**src/rtl/id_branch_unit_pkg.sv**
```systemverilog
// rtl/id_branch_unit_pkg.sv - shared types and opcodes for the ID-stage branch unit
// Purpose: branch_pkg holds the branch opcode enum, the zero-generator
//          comparator opcodes and the branch FSM state enum.
// Ports:   none (package).
package branch_pkg;

  typedef enum logic [2:0] {
    BR_BEQ  = 3'd0,
    BR_BNE  = 3'd1,
    BR_BLT  = 3'd2,
    BR_BGE  = 3'd3,
    BR_BLTU = 3'd4,
    BR_BGEU = 3'd5,
    BR_JAL  = 3'd6,
    BR_JALR = 3'd7
  } br_op_t;

  // Comparator opcodes understood by the ID zero generator.
  localparam logic [4:0] ZG_SUB  = 5'b00011;
  localparam logic [4:0] ZG_BLT  = 5'b00101;
  localparam logic [4:0] ZG_BGE  = 5'b01010;
  localparam logic [4:0] ZG_BLTU = 5'b00110;
  localparam logic [4:0] ZG_BGEU = 5'b01011;

  typedef enum logic [1:0] {
    ST_IDLE     = 2'd0,
    ST_WAIT     = 2'd1,
    ST_REDIRECT = 2'd2
  } br_state_t;

endpackage

```
**src/rtl/id_branch_unit_if.sv**
```systemverilog
// rtl/id_branch_unit_if.sv - ID-stage branch unit pipeline interface
// Purpose: bundles the decode-side inputs, the zero-generator handshake and
//          the PC redirect / flush outputs of the branch unit.
// Ports:   master = ID-stage / pipeline side, slave = id_branch_unit.
interface id_branch_unit_if
  import branch_pkg::*;
#(
  parameter int XLEN = 32
);
  logic            br_valid;
  br_op_t          br_op;
  logic            opnd_ready;
  logic            hold;
  logic [XLEN-1:0] pc;
  logic [XLEN-1:0] imm;
  logic [XLEN-1:0] rs1_data;
  logic [4:0]      alu_op;
  logic            zero;
  logic            id_stall;
  logic            redirect_valid;
  logic [XLEN-1:0] redirect_target;
  logic            flush_if_id;
  logic            flush_id_ex;

  modport master (
    output br_valid, br_op, opnd_ready, hold, pc, imm, rs1_data, zero,
    input  alu_op, id_stall, redirect_valid, redirect_target,
    input  flush_if_id, flush_id_ex
  );

  modport slave (
    input  br_valid, br_op, opnd_ready, hold, pc, imm, rs1_data, zero,
    output alu_op, id_stall, redirect_valid, redirect_target,
    output flush_if_id, flush_id_ex
  );
endinterface

```
**src/rtl/id_branch_unit_counter.sv**
```systemverilog
// rtl/id_branch_unit_counter.sv - wrapping event counter for branch statistics
// Purpose: CNT_W-bit counter, increments when en is high, wraps all-ones to 0.
// Ports:   clk, rst (async, active high), en, count.
module branch_event_counter #(
  parameter int CNT_W = 32
) (
  input  logic             clk,
  input  logic             rst,
  input  logic             en,
  output logic [CNT_W-1:0] count
);

  always_ff @(posedge clk or posedge rst) begin
    if (rst) begin
      count <= '0;
    end else if (en) begin
      count <= count + CNT_W'(1);
    end
  end

endmodule

```
**src/rtl/id_branch_unit.sv**
```systemverilog
// rtl/id_branch_unit.sv - ID-stage branch resolution, stall and PC redirect
// Purpose: picks the comparator opcode, decides taken/not-taken from zero,
//          stalls for unforwarded operands, issues a registered one-cycle
//          redirect with IF/ID and ID/EX flushes, and counts branch events.
// Ports:   clk, rst (async, active high), bus (id_branch_unit_if.slave),
//          br_cnt / taken_cnt (resolved and taken branch counts).
module id_branch_unit
  import branch_pkg::*;
#(
  parameter int XLEN  = 32,
  parameter int CNT_W = 32
) (
  input  logic               clk,
  input  logic               rst,
  id_branch_unit_if.slave    bus,
  output logic [CNT_W-1:0]   br_cnt,
  output logic [CNT_W-1:0]   taken_cnt
);

  br_state_t       state_q, state_d;
  logic [4:0]      alu_op;
  logic            taken;
  logic            resolve;
  logic            id_stall;
  logic [XLEN-1:0] target;
  logic [XLEN-1:0] target_q;

  always_comb begin
    alu_op = ZG_SUB;
    case (bus.br_op)
      BR_BLT:  alu_op = ZG_BLT;
      BR_BGE:  alu_op = ZG_BGE;
      BR_BLTU: alu_op = ZG_BLTU;
      BR_BGEU: alu_op = ZG_BGEU;
      default: alu_op = ZG_SUB;
    endcase
  end

  // Every conditional opcode except BNE is set up so that zero=1 means taken.
  always_comb begin
    taken = 1'b0;
    case (bus.br_op)
      BR_BNE:          taken = !bus.zero;
      BR_JAL, BR_JALR: taken = 1'b1;
      default:         taken = bus.zero;
    endcase
  end

  assign target = (bus.br_op == BR_JALR)
                ? ((bus.rs1_data + bus.imm) & ~XLEN'(1))
                : (bus.pc + bus.imm);

  always_ff @(posedge clk or posedge rst) begin
    if (rst) begin
      state_q <= ST_IDLE;
    end else begin
      state_q <= state_d;
    end
  end

  always_comb begin
    state_d  = state_q;
    id_stall = 1'b0;
    resolve  = 1'b0;
    case (state_q)
      ST_IDLE: begin
        if (bus.br_valid && !bus.hold) begin
          if (bus.opnd_ready) begin
            resolve = 1'b1;
          end else begin
            id_stall = 1'b1;
            state_d  = ST_WAIT;
          end
        end
      end
      ST_WAIT: begin
        id_stall = !bus.opnd_ready || bus.hold;
        if (bus.opnd_ready && !bus.hold) begin
          resolve = 1'b1;
          state_d = ST_IDLE;
        end
      end
      // The PC mux outranks the freeze, so hold is not looked at here, and
      // whatever sits in ID now is wrong-path and simply dropped.
      ST_REDIRECT: begin
        state_d = ST_IDLE;
      end
      default: begin
        state_d = ST_IDLE;
      end
    endcase
    if (resolve && taken) begin
      state_d = ST_REDIRECT;
    end
  end

  always_ff @(posedge clk or posedge rst) begin
    if (rst) begin
      target_q <= '0;
    end else if (resolve && taken) begin
      target_q <= target;
    end
  end

  // Redirect and flushes come straight off the state register, so they are
  // registered and last exactly the one REDIRECT cycle.
  assign bus.alu_op          = alu_op;
  assign bus.id_stall        = id_stall;
  assign bus.redirect_valid  = (state_q == ST_REDIRECT);
  assign bus.flush_if_id     = (state_q == ST_REDIRECT);
  assign bus.flush_id_ex     = (state_q == ST_REDIRECT);
  assign bus.redirect_target = target_q;

  branch_event_counter #(.CNT_W(CNT_W)) u_br_cnt (
    .clk   (clk),
    .rst   (rst),
    .en    (resolve),
    .count (br_cnt)
  );

  branch_event_counter #(.CNT_W(CNT_W)) u_taken_cnt (
    .clk   (clk),
    .rst   (rst),
    .en    (resolve && taken),
    .count (taken_cnt)
  );

endmodule

```
**src/flat_wrapper.sv**
```systemverilog
// flat-port wrapper written by rule: the top's interface ports become plain ports
module id_branch_unit_flat import branch_pkg::*;
#(
  parameter int XLEN  = 32,
  parameter int CNT_W = 32
)
  (clk, rst, br_cnt, taken_cnt, bus_br_valid, bus_br_op, bus_opnd_ready, bus_hold, bus_pc, bus_imm, bus_rs1_data, bus_zero, bus_alu_op, bus_id_stall, bus_redirect_valid, bus_redirect_target, bus_flush_if_id, bus_flush_id_ex);
  id_branch_unit_if #(.XLEN(XLEN)) bus_i ();
  input  logic clk;
  input  logic rst;
  output logic [CNT_W-1:0] br_cnt;
  output logic [CNT_W-1:0] taken_cnt;
  input wire logic [$bits(bus_i.br_valid)-1:0] bus_br_valid;
  input wire logic [$bits(bus_i.br_op)-1:0] bus_br_op;
  input wire logic [$bits(bus_i.opnd_ready)-1:0] bus_opnd_ready;
  input wire logic [$bits(bus_i.hold)-1:0] bus_hold;
  input wire logic [$bits(bus_i.pc)-1:0] bus_pc;
  input wire logic [$bits(bus_i.imm)-1:0] bus_imm;
  input wire logic [$bits(bus_i.rs1_data)-1:0] bus_rs1_data;
  input wire logic [$bits(bus_i.zero)-1:0] bus_zero;
  output wire logic [$bits(bus_i.alu_op)-1:0] bus_alu_op;
  output wire logic [$bits(bus_i.id_stall)-1:0] bus_id_stall;
  output wire logic [$bits(bus_i.redirect_valid)-1:0] bus_redirect_valid;
  output wire logic [$bits(bus_i.redirect_target)-1:0] bus_redirect_target;
  output wire logic [$bits(bus_i.flush_if_id)-1:0] bus_flush_if_id;
  output wire logic [$bits(bus_i.flush_id_ex)-1:0] bus_flush_id_ex;
  assign bus_i.br_valid = bus_br_valid;
  assign bus_i.br_op = bus_br_op;
  assign bus_i.opnd_ready = bus_opnd_ready;
  assign bus_i.hold = bus_hold;
  assign bus_i.pc = bus_pc;
  assign bus_i.imm = bus_imm;
  assign bus_i.rs1_data = bus_rs1_data;
  assign bus_i.zero = bus_zero;
  assign bus_alu_op = bus_i.alu_op;
  assign bus_id_stall = bus_i.id_stall;
  assign bus_redirect_valid = bus_i.redirect_valid;
  assign bus_redirect_target = bus_i.redirect_target;
  assign bus_flush_if_id = bus_i.flush_if_id;
  assign bus_flush_id_ex = bus_i.flush_id_ex;
  id_branch_unit #(.XLEN(XLEN), .CNT_W(CNT_W)) u_core (.clk(clk), .rst(rst), .bus(bus_i), .br_cnt(br_cnt), .taken_cnt(taken_cnt));
endmodule
```
**config.mk**
```make
export PLATFORM = sky130hd
export DESIGN_NAME = id_branch_unit_flat
export DESIGN_NICKNAME = d
export VERILOG_FILES = /design/src/rtl/id_branch_unit_pkg.sv /design/src/rtl/id_branch_unit_if.sv /design/src/rtl/id_branch_unit_counter.sv /design/src/rtl/id_branch_unit.sv /design/src/flat_wrapper.sv
export SDC_FILE = /design/constraint.sdc
export NUM_CORES = 1
export LEC_CHECK = 0
export ABC_CLOCK_PERIOD_IN_PS = 3600
export CAP_MARGIN = 20
export CORE_ASPECT_RATIO = 1.75
export CORE_UTILIZATION = 64
export CTS_CLUSTER_DIAMETER = 120
export DETAILED_ROUTE_END_ITERATION = 10
export DONT_BUFFER_PORTS = 1
export PLACE_DENSITY = 0.91
export SLEW_MARGIN = 20
export SYNTH_ARGS = -nofsm -noshare
export SYNTH_HDL_FRONTEND = slang
export SYNTH_SLANG_ARGS = --single-unit
export TNS_END_PERCENT = 1
```
**constraint.sdc**
```tcl
create_clock -name clk -period 3.6 [get_ports clk]
set_input_delay 0.36 -clock clk [delete_from_list [all_inputs] [get_ports clk]]
set_output_delay 0.36 -clock clk [all_outputs]
set_load 0.03 [all_outputs]
```
# After elaboration in Yosys (flattened, before gate mapping)
# Index checks and enable logic that the tools add are counted.
dict set report totals {
  reg_bits 98
  input_bits 105
  output_inout_bits 105
  wordCells 45
}
dict set report classes {
  add_sub_neg 4
  n_eq_ne 12
  muxes 15
  reduce_logical 10
}
# op count
set ops {}
lappend ops {{adder 32 x 1 -> 32 bit, second input constant} 2}
lappend ops {{adder 32 bit} 2}
lappend ops {{two-way mux 32 bit} 1}
lappend ops {{one-hot mux 4 bit (4 select lines)} 1}
lappend ops {{equality test 3 bit, second input constant} 4}
lappend ops {{two-way mux 2 bit} 4}
lappend ops {{equality test 3 x 2 -> 1 bit, second input constant} 2}
lappend ops {{!= test 3 x 2 -> 1 bit, second input constant} 2}
lappend ops {{one-hot mux 1 bit (2 select lines)} 3}
lappend ops {{two-way mux 1 bit} 5}
lappend ops {{one-hot mux 2 bit (2 select lines)} 1}
lappend ops {{equality test 3 x 1 -> 1 bit, second input constant} 1}
lappend ops {{logical AND 1 bit} 3}
lappend ops {{zero test 1 bit} 3}
lappend ops {{!= test 3 bit, second input constant} 1}
lappend ops {{AND reduction 3 bit} 1}
lappend ops {{equality test 2 x 1 -> 1 bit, second input constant} 1}
lappend ops {{equality test 2 bit, second input constant} 1}
lappend ops {{zero test 2 bit} 1}
lappend ops {{OR reduction 2 bit} 1}
lappend ops {{logical OR 1 bit} 1}

# Longest topological paths before layout
dict set report logic_depth {
  ltp_word 7
  mapped_depth 12
  ltp_nobuf 11
}

# Modules after synthesis
# Synthesis repeated with hierarchy kept, for this count alone.
dict set report hier_totals {
  cells_unflattened 870
  hier_area_um2 7770.0
}
# module n_inst cells_per_inst area_per_inst_um2 seq_area_each_um2
set by_module_without_submodules {}
lappend by_module_without_submodules {id_branch_unit 1 618 4749.6 850.8}
lappend by_module_without_submodules {branch_event_counter 2 126 1510.2 800.8}

# Worst setup path before layout
# OpenSTA, ideal clock, no wires.
dict set report synth_path {
  path_kind {input -> register}
  start {input bus_imm[0]}
  end {register u_core.target_q[24] (netlist: u_core.bus.redirect_target[24])}
  setup_time_ps 128
  t_arrival_ps 2590
  t_required_ps 3472
  slack_ps 882
  cell_stages 11
  n_path_buf 0
  cell_sequence {ha_1 > fa_1 > a21oi_1 > nor2_1 > o2111a_1 > o211a_1 > nor2_1 > o21ai_0 > a221oi_1 > xor2_1 > o21ai_0}
}
dict set report synth_between {
  elab_chain_cells 2
  elab_cells_between_ends 3
  classes_between {2 x add/sub; 1 x mux}
}
# item line
set synth_lines {}
lappend synth_lines {{start, declared} flat_wrapper.sv:18} ;# input wire logic [$bits(bus_i.imm)-1:0] bus_imm;
lappend synth_lines {{adder 32 bit, on equally long branches} {id_branch_unit.sv:51, id_branch_unit.sv:50}}
lappend synth_lines {{two-way mux 32 bit *} id_branch_unit.sv:50} ;# ? ((bus.rs1_data + bus.imm) & ~XLEN'(1))
lappend synth_lines {{end signal, assigned} id_branch_unit.sv:101} ;# target_q <= target;
lappend synth_lines {{end, declared} id_branch_unit.sv:26} ;# logic [XLEN-1:0] target_q;
# Every way passes the cells marked *; elsewhere a longest branch is shown, timed or not.
# A chain may end at the register's enable or synchronous reset.

# Worst setup path in the final report
dict set report layout_path {
  start {register u_core.state_q[1]}
  end {register u_core.u_taken_cnt.count[26]}
}
dict set report layout_between {
  elab_chain_cells 3
  elab_cells_between_ends 4
  classes_between {1 x eq/ne; 1 x mux; 2 x reduce/logical}
}
# item line
set layout_lines {}
lappend layout_lines {{start, declared} id_branch_unit.sv:20} ;# br_state_t state_q, state_d;
lappend layout_lines {{start signal, assigned} id_branch_unit.sv:57} ;# state_q <= state_d;
lappend layout_lines {{equality test 2 x 1 -> 1 bit or zero test 2 bit (tied branches)} id_branch_unit.sv:65} ;# case (state_q)
lappend layout_lines {{one-hot mux 1 bit (2 select lines) *} id_branch_unit.sv:65}
lappend layout_lines {{logical AND 1 bit *} id_branch_unit.sv:124} ;# .en (resolve && taken),
lappend layout_lines {{end signal, assigned} id_branch_unit_counter.sv:17} ;# count <= count + CNT_W'(1);
lappend layout_lines {{end, declared} id_branch_unit_counter.sv:10} ;# output logic [CNT_W-1:0] count
# Marked as above.

==> flow_metrics.env <==
export IMPL_avgRoutedWirePerCell_um=20.23
export IMPL_clkLatencyLatePin_ns=0.33
export IMPL_hpwl_um=15740
export IMPL_io_pins=210
export IMPL_fmax_mhz=344.2
export IMPL_yosysWarnings=0
export IMPL_port_buffers=0
export IMPL_hold_buffers=1
export IMPL_drc_errors=0
export IMPL_cts_resized=0
export IMPL_rsz0062_at_grt="false"
export IMPL_design_die_area_um2=11970
export IMPL_worst_setup_path_start_kind="flip-flop"
export IMPL_drt_initial_drc_count=269
export IMPL_rows=51
export IMPL_final_common_cell="nand2_1"
export IMPL_syn_nets=1013
export IMPL_dp_cells=961
export IMPL_grt_pass1_wl_um=31700
export IMPL_grt_total_usage_pct=33.23
export IMPL_hp_class="input port to flip-flop"
export IMPL_diodes=0
export IMPL_start_util_pct=66.04
export IMPL_yosys_top_cells_area="dfrtp_1 33%, ha_1 11%, xnor2_1 8.0%"
export IMPL_finalPower_mw=3.635
export IMPL_final_layout_size_suffix_gt1_share_pct=4.255
export IMPL_cp_required_ns=3.84
export IMPL_async_flop_share_pct=100.0
export IMPL_fp_dieW_um=83.15
export IMPL_ys_seq_area_share_pct=33.25
export IMPL_vias=6473
export IMPL_cts_buffers=9
export IMPL_synth_main_ff_cell="dfrtp_1"
export IMPL_finalInstanceArea_um2=7802
export IMPL_critical_path_class="flip-flop to flip-flop"
export IMPL_slew_violations=0
export IMPL_drt_pass1_iterations=7
export IMPL_fin_crit_ns=2.905
export IMPL_cp_max_fo=16
export IMPL_clk_pin_slew_worst_paths_ns=0.07
export IMPL_worst_pin_slew_ns=0.9759
export IMPL_nets=1011
export IMPL_final_hold_viol_count=0
export IMPL_htree_levels=3
export IMPL_endpoint_kind="flip-flop"
export IMPL_hold_ws_ns=0.1233
export IMPL_die_h_um=144
export IMPL_arrival_ns=3.15
export IMPL_power_density_nw_per_um2=465.9
export IMPL_max_cap_violations=0
export IMPL_leakage_nw=3.614
export IMPL_synth_enable_flop_cells=0
export IMPL_status="finished clean"
export IMPL_fin_crit_sh_pct=80.71
export IMPL_core_area_um2=11170
export IMPL_netlist_top_cell_by_area="dfrtp_1"
export IMPL_cts_tree="built"
export IMPL_setup_viol=0
export IMPL_grt_pass1_vias=6619
export IMPL_synth_distinct_cells=66
export IMPL_dpl_cell_area_um2=7502
export IMPL_finalWirelength_um=19780
export IMPL_syn_to_final_growth_pct=5.802
export IMPL_cts_sinks=98
export IMPL_synth_area_per_cell_um2=8.748
export IMPL_clk_root_buffer_cell="clkbuf_16"
export IMPL_grt_overflow_total=0
export IMPL_synth_top_area_share_pct=33.25
export IMPL_fin_cells=978
export IMPL_ir_worst_vdd_mv=0.4590
export IMPL_vias_per_cell=6.619
export IMPL_ys_ff_latch=98
export IMPL_finalCoreUtilization_pct=69.87
export IMPL_layout_common_cells="103 x nand2_1, 98 x dfrtp_1, 72 x a21oi_1, 71 x nor2_1, 67 x xnor2_1"
export IMPL_postCtsSetupBuffers=0
export IMPL_relSlewSlack_pct=34.55
export IMPL_fin_skew_ns=0.01205
export IMPL_antenna_found_initial=0
export IMPL_synthCells=843
export IMPL_cts_max_path_buffers=2
export IMPL_tns_ns=0
export IMPL_gp_congestion=1.017
export IMPL_fin_ws_ns=0.6946
export IMPL_drtAntennaViolNets=0
export IMPL_grt_max_degree=41
export IMPL_synth_area_um2=7375
export IMPL_dp_slack_ns=0.4835
[cell type report]
type                       count  area, um^2
clock buffer                  10       229.0
clock inverter                 6       61.31
fill                         887        3364
inverter                      14       55.05
multi-input combinational    710        4777
sequential                    98        2452
tap                          132       165.2
timing repair buffer           8       62.56
[layer usage]
metal | vias to the layer above | GRT usage [%] | share of wire, %
met2 | 337 | 61.48 | 52
met3 | 106 | 6.735 | 6.7
met5 | - | 0 | 0
li1 | 3033 | - | -
met4 | 0 | 23.14 | 7.2
met1 | 2997 | 33.15 | 34
[cell families (layout without fill, tap and decap cells)]
kind of cell / after synthesis / in the layout / synth area share, %
flops: 98 / 98 / 33.25
other cells: 1 / 1 / 0.05085
mux: 4 / 4 / 0.5768
compound gates: 222 / 222 / 19.05
fa+ha+maj: 65 / 65 / 11.23
simple gates: 304 / 304 / 20.22
xor+xnor: 114 / 114 / 13.64
buf+inv: 35 / 38 / 1.968
[critical path, cell delays in order, from the launching register on]
cell and delay, ns:
dfrtp_1 0.44, nor4b_4 0.47, or3b_4 0.55, inv_1 0.10
and3_1 0.28, and3_1 0.24, and4_1 0.33, and3_1 0.22
xor2_1 0.17
[registers in the layout, indices dropped and copies added, names as in the netlist]
name and cells:
u_core.u_taken_cnt.count 32, u_core.u_br_cnt.count 32, u_core.state_q 2, u_core.bus.redirect_target 32
[cell usage after synthesis (all sizes together) (4+ instances only)]
library cell,n
nand3,35
xor2,46
and3,19
o21a,10
nand2,103
o21bai,5
a311oi,4
ha,63
a31oi,10
nand2b,7
and2,6
inv,14
xnor2,68
dfrtp,98
nor2b,7
nand4,18
o211ai,4
o31ai,4
and4,9
a211oi,6
a21oi,72
o21ai,56
a21o,21
clkbuf,14
buf,7
nor2,72
nor3,14
[path summary, 6_finish.rpt]
kind,startpoint,end,slack [ns],cells past startpoint
min reg2reg,u_core.state_q[1]$_DFFE_PP0P_,u_core.state_q[0]$_DFFE_PP0P_,0.57,1
max reg2reg,u_core.state_q[1]$_DFFE_PP0P_,u_core.u_taken_cnt.count[26]$_DFFE_PP0P_,0.69,8
max,u_core.state_q[1]$_DFFE_PP0P_,u_core.u_taken_cnt.count[26]$_DFFE_PP0P_,0.69,8
max in group asynchronous,rst,u_core.u_br_cnt.count[23]$_DFFE_PP0P_,2.34,3
min in group asynchronous,rst,u_core.bus.redirect_target[10]$_DFFE_PP0P_,0.47,2
min,bus_opnd_ready,u_core.state_q[0]$_DFFE_PP0P_,0.12,1
[power breakdown]
part           internal, mW  switching, mW  leakage (nW)
Combinational         0.373          0.516          2.19
Clock                 0.485          0.439         0.138
Sequential             1.27          0.555          1.29
Power figures use the tool's default switching activity.
